<file path="src/rtl/imm_pkg.sv">
// Shared definitions for the pipelined immediate generator: format selects and XLEN legality.
package imm_pkg;

  localparam logic [2:0] IMM_I    = 3'b000;
  localparam logic [2:0] IMM_S    = 3'b001;
  localparam logic [2:0] IMM_B    = 3'b010;
  localparam logic [2:0] IMM_J    = 3'b011;
  localparam logic [2:0] IMM_U    = 3'b100;
  localparam logic [2:0] IMM_Z    = 3'b101;
  localparam logic [2:0] IMM_SH   = 3'b110;
  localparam logic [2:0] IMM_NONE = 3'b111;

  localparam int unsigned XLEN_32 = 32;
  localparam int unsigned XLEN_64 = 64;

  function automatic bit xlen_legal(input int unsigned xlen);
    return (xlen == XLEN_32) || (xlen == XLEN_64);
  endfunction

endpackage

</file>
<file path="src/rtl/imm_decode.sv">
// Combinational immediate format mux; IMMGEN_ILLEGAL_EN adds the illegal flag and zeroes
// the immediate for unsupported formats.
module imm_decode
  import imm_pkg::*;
#(
  parameter int unsigned XLEN = 32
) (
  input  logic [24:0]     instr_i,
  input  logic [2:0]      immsrc_i,
`ifdef IMMGEN_ILLEGAL_EN
  output logic            illegal_o,
`endif
  output logic [XLEN-1:0] imm_o
);

  // Re-index the slice so field selects read like the architectural encoding.
  logic [31:7]     ir;
  logic [XLEN-1:0] ext;

  assign ir = instr_i;

  always_comb begin
    ext = '0;
    case (immsrc_i)
      IMM_I:  ext = XLEN'($signed(ir[31:20]));
      IMM_S:  ext = XLEN'($signed({ir[31:25], ir[11:7]}));
      IMM_B:  ext = XLEN'($signed({ir[31], ir[7], ir[30:25], ir[11:8], 1'b0}));
      IMM_J:  ext = XLEN'($signed({ir[31], ir[19:12], ir[20], ir[30:21], 1'b0}));
      IMM_U:  ext = XLEN'($signed({ir[31:12], 12'b0}));
      IMM_Z:  ext = XLEN'(ir[19:15]);
      IMM_SH: begin
        if (XLEN == XLEN_64) ext = XLEN'(ir[25:20]);
        else                 ext = XLEN'(ir[24:20]);
      end
      default: ext = '0;
    endcase
  end

`ifdef IMMGEN_ILLEGAL_EN
  // A 6-bit shift amount cannot be honoured on a 32-bit datapath.
  assign illegal_o = (immsrc_i == IMM_NONE) ||
                     ((immsrc_i == IMM_SH) && (XLEN == XLEN_32) && ir[25]);
  assign imm_o     = illegal_o ? '0 : ext;
`else
  assign imm_o     = ext;
`endif

endmodule

</file>
<file path="src/rtl/imm_gen_pipe.sv">
// Registered immediate generator with a 2-entry skid buffer (M output reg + K skid reg).
// Optional IMMGEN_ILLEGAL_EN adds a per-entry illegal output.
module imm_gen_pipe
  import imm_pkg::*;
#(
  parameter int unsigned XLEN  = 32,
  parameter int unsigned TAG_W = 5
) (
  input  logic             clk,
  input  logic             reset_n,
  input  logic             flush,
  input  logic             in_valid,
  output logic             in_ready,
  input  logic [24:0]      instr,
  input  logic [2:0]       immsrc,
  input  logic [TAG_W-1:0] in_tag,
  output logic             out_valid,
  input  logic             out_ready,
  output logic [XLEN-1:0]  immext,
`ifdef IMMGEN_ILLEGAL_EN
  output logic             illegal,
`endif
  output logic [TAG_W-1:0] out_tag
);

  if (!xlen_legal(XLEN)) begin : g_xlen_check
    $error("imm_gen_pipe: XLEN must be 32 or 64");
  end

  typedef struct packed {
    logic             valid;
`ifdef IMMGEN_ILLEGAL_EN
    logic             illegal;
`endif
    logic [XLEN-1:0]  imm;
    logic [TAG_W-1:0] tag;
  } entry_t;

  entry_t          m_q, m_d, k_q, k_d, new_e;
  logic [XLEN-1:0] dec_imm;
  logic            accept, drain;
`ifdef IMMGEN_ILLEGAL_EN
  logic            dec_illegal;
`endif

  imm_decode #(
    .XLEN(XLEN)
  ) u_imm_decode (
    .instr_i  (instr),
    .immsrc_i (immsrc),
`ifdef IMMGEN_ILLEGAL_EN
    .illegal_o(dec_illegal),
`endif
    .imm_o    (dec_imm)
  );

  always_comb begin
    new_e       = '0;
    new_e.valid = 1'b1;
    new_e.imm   = dec_imm;
    new_e.tag   = in_tag;
`ifdef IMMGEN_ILLEGAL_EN
    new_e.illegal = dec_illegal;
`endif
  end

  // in_ready comes straight from K so out_ready never reaches it combinationally.
  assign in_ready = ~k_q.valid;
  assign accept   = in_valid & in_ready;
  assign drain    = m_q.valid & out_ready;

  always_comb begin
    m_d = m_q;
    k_d = k_q;
    if (flush) begin
      m_d.valid = 1'b0;
      k_d.valid = 1'b0;
    end else if (!m_q.valid || drain) begin
      if (k_q.valid) begin
        m_d       = k_q;
        k_d.valid = 1'b0;
      end else if (accept) begin
        m_d = new_e;
      end else begin
        m_d.valid = 1'b0;
      end
    end else if (accept) begin
      k_d = new_e;
    end
  end

  always_ff @(posedge clk or negedge reset_n) begin
    if (!reset_n) begin
      m_q <= '0;
      k_q <= '0;
    end else begin
      m_q <= m_d;
      k_q <= k_d;
    end
  end

  assign out_valid = m_q.valid;
  assign immext    = m_q.imm;
  assign out_tag   = m_q.tag;
`ifdef IMMGEN_ILLEGAL_EN
  assign illegal   = m_q.illegal;
`endif

endmodule
</file>
<file path="config.mk">
export PLATFORM = sky130hd
export DESIGN_NAME = imm_gen_pipe
export DESIGN_NICKNAME = d
export VERILOG_FILES = /design/src/rtl/imm_pkg.sv /design/src/rtl/imm_decode.sv /design/src/rtl/imm_gen_pipe.sv
export SDC_FILE = /design/constraint.sdc
export NUM_CORES = 1
export LEC_CHECK = 0
export BUFFER_PORTS_ARGS = -buffer_cell sky130_fd_sc_hd__buf_2
export CAP_MARGIN = 15
export CORE_MARGIN = 3
export CORE_UTILIZATION = 50
export DETAILED_ROUTE_END_ITERATION = 12
export HOLD_SLACK_MARGIN = 0.15
export PLACE_DENSITY = 0.85
export SLEW_MARGIN = 20
export SYNTH_ARGS = -nofsm -noshare
export SYNTH_HDL_FRONTEND = slang
export SYNTH_HIERARCHICAL = 1
export SYNTH_SLANG_ARGS = --single-unit
</file>
<file path="constraint.sdc">
create_clock -name clk -period 1.5 [get_ports clk]
set_input_delay 0.075 -clock clk [delete_from_list [all_inputs] [get_ports clk]]
set_output_delay 0.075 -clock clk [all_outputs]
set_load 0.05 [all_outputs]
</file>
==> results.json <==
{
  "fmax_mhz": 607.2,
  "max_stage_delay_ns": 0.56,
  "die_y_um": 94.06,
  "grt_max_degree": 35,
  "crit_chain": "dlygate4sd3_1, buf_2, nor4b_4, buf_4, buf_16, mux2_2",
  "dieWidth_um": 94.06,
  "area_growth_pct": 40.88,
  "antenna_cells": 0,
  "min_path_type": "primary input to flip-flop",
  "worstHoldStart": "out_ready",
  "rows": 31,
  "coreArea_sq_um": 7370,
  "synth_xor_xnor_area_share_pct": 0.7099,
  "rsz0062_at_grt": "true",
  "synth_top_area_share_pct": 49.05,
  "final_nets": 447,
  "globalplace.congestion": 0.8648,
  "setup_slack_ns": -0.1470,
  "io_pins": 77,
  "yosysUniqueCellTypes": 32,
  "cts_sinks": 76,
  "max-vdd-ir-drop_v": 0.0006668,
  "drcViolationCount": 0,
  "synthAdderAreaFrac_pct": 0,
  "path_class": "primary input to flip-flop",
  "required_ns": 1.73,
  "first_pass_iters": 5,
  "syn_inst": 287,
  "die_area_sq_um": 8847,
  "grt-ovfl-total": 0,
  "wl_per_cell_um": 21.11,
  "status": "complete, but fails checks",
  "cp.arrival_ns": 1.87,
  "dp_slack_ns": -0.08817,
  "portBuffers": 76,
  "grt_antenna_before_repair": 0,
  "clock_latency_ns": 0.35,
  "ys_warn_count": 6,
  "synth_mux_area_share_pct": 34.56,
  "cts.path.max_buffers": 2,
  "crit_path_start_kind": "primary input",
  "synth_top_family_by_area": "multiplexers",
  "drt_iter0_drc": 235,
  "vias_per_cell": 5.749,
  "grt.total_usage_pct": 22.51,
  "first_global_vias": 3035,
  "netlist_area_sq_um": 3877,
  "setup_viol": 73,
  "synth.ff_latch_count": 76,
  "violations": "negative setup slack",
  "vias": 2949,
  "syn_avg_cell_area_sq_um": 13.51,
  "dp_hpwl_mm": 6.070,
  "hold_violations": 0,
  "period_share_pct": 109.8,
  "worst_path_max_delay_cell": "dlygate4sd3_1",
  "synth-simple-area-share_pct": 4.453,
  "start_util_pct": 52.61,
  "drv_cap": 0,
  "r2r-start": "k_q[37]",
  "slew_viol_final": 0,
  "cp_max_fo": 8,
  "synth_nets": 325,
  "ctsRootBufferMaster": "clkbuf_8",
  "clock-skew-final_ns": 0.006992,
  "relSlewSlack_pct": 69.46,
  "startpoint": "flush",
  "leakage_uw": 0.002692,
  "worstMarginPinSlew_ns": 0.4581,
  "fin_tns_setup_ns": -5.299,
  "cts_htree_levels": 3,
  "numCtsBuffers": 9,
  "yosysTopAreaCell": "dfrtp_1",
  "synth_compound_gate_area_share_pct": 7.196,
  "grt_pass1_wl_mm": 15.45,
  "cts_tree": "done",
  "cts.clk_slew.worst_paths_ns": 0.08,
  "synth_top_cells_by_area": "dfrtp_1, mux2_2, mux2i_1",
  "worstSetupEndpointType": "flip-flop",
  "routed_wl_mm": 10.83,
  "layout-drive-gt1-share_pct": 61.84,
  "ys_seq_area_share_pct": 49.05,
  "pwr_density_cell_nw_per_um2": 1215,
  "ant_nets": 0,
  "period_needed_ns": 1.647
}
## critical path, delay by kind of cell
| family | cells | cell delay [ns] |
|---|---|---|
| multiplexers | 1 | 0.33 |
| buffers and inverters | 4 | 1.11 |
| AND/OR/NAND/NOR | 1 | 0.35 |
## synthesized netlist by cell type (all sizes together)
| library cell | count |
|---|---|
| a211oi | 1 |
| a21oi | 16 |
| nor3b | 1 |
| o22ai | 8 |
| mux2i | 9 |
| nor2 | 2 |
| or2 | 1 |
| buf | 17 |
| and2 | 2 |
| a22oi | 5 |
| clkbuf | 3 |
| nor4b | 1 |
| nand2b | 1 |
| mux2 | 111 |
| dfrtp | 76 |
| nor3 | 2 |
| a21o | 12 |
| inv | 1 |
| clkinv | 1 |
| xor2 | 1 |
| and2b | 2 |
| o21ai | 1 |
| nand2 | 1 |
| nor2b | 11 |
| a22o | 1 |
## path summary, 6_finish.rpt
| kind | end | slack [ns] | cells past startpoint |
|---|---|---|---|
| worst min register to register | immext[19] | 0.51 | 1 |
| min in group asynchronous | k_q[37] | 0.22 | 2 |
| worst max-delay path | k_q[32] | -0.15 | 6 |
| worst min-delay path | k_q[37] | 0.13 | 4 |
| worst max register to register | k_q[32] | -0.11 | 4 |
| max in group asynchronous | k_q[9] | 0.73 | 3 |
## per-layer routing
layer  up-vias  GRT usage, %  share of wire [%]
li1       1289             -                  -
met1      1483         28.86                 41
met2       146         38.20                 50
met3        31         4.167                6.7
met4         0         7.822                2.4
met5         -             0                  0
## cell type report
class | count | area [sq um]
inverters | 2 | 7.507
clock buffers | 11 | 141.4
multi-input cells | 189 | 2138
flip-flops and latches | 76 | 1904
well taps | 99 | 123.9
repair buffers | 131 | 1072
fillers | 456 | 1907
clock inverters | 5 | 75.07
## cell usage in the layout (no fill, tap or decap), drive strengths merged
| master | n |
|---|---|
| a21oi | 16 |
| bufinv | 2 |
| o22ai | 8 |
| nand2 | 1 |
| clkbuf | 15 |
| and2b | 2 |
| or2 | 1 |
| xor2 | 1 |
| nor2 | 2 |
| a211oi | 1 |
| clkinv | 4 |
| nor3b | 1 |
| o21ai | 1 |
| nand2b | 1 |
| nor3 | 2 |
| a21o | 12 |
| inv | 1 |
| buf | 109 |
| a22oi | 5 |
| dlygate4sd3 | 18 |
| dfrtp | 76 |
| a22o | 1 |
| and2 | 2 |
| nor2b | 11 |
| mux2 | 111 |
| nor4b | 1 |
| mux2i | 9 |
## state kept, by name (all words and copies together) (netlist names)
| signal | flops |
|---|---|
| k_q | 38 |
| out_tag | 5 |
| out_valid | 1 |
| immext | 32 |
## metrics by stage
| step | util [%] | std cells | cell area [sq um] | power, uW | hold slack (ns) |
|---|---|---|---|---|---|
| CTS | 69.30 | 506 | 5107 | 6363 | 0.1577 |
| finish | 74.13 | 513 | 5463 | 6639 | 0.1334 |
| detailed placement | 61.38 | 467 | 4523 | 4498 | 0.05947 |
| global placement | 61.38 | 467 | 4523 | 4420 | 0.05035 |
| floorplan | - | 287 | 3904 | 3990 | -0.2206 |
| global route | 74.13 | 513 | 5463 | 6914 | 0.1526 |
## repair_timing
action	CTS	global route
resized for setup	30	60
hold buffers	19	0
pin swaps	1	2
gates cloned	2	5
hold endpoints to repair	100	0
setup endpoints to repair	50	76
buffers inserted	2	3
## cell families after synthesis
family / Yosys count
flops: 76
buf+inv: 22
simple gates: 24
compound gates: 44
mux: 120
xor+xnor: 1
## where the power goes
group	total, uW	switching [uW]	internal (uW)
registers	2700	237	2470
logic	2200	1210	987
clock network	1740	760	975
Note: power is estimated with default switching activity, not from simulation.
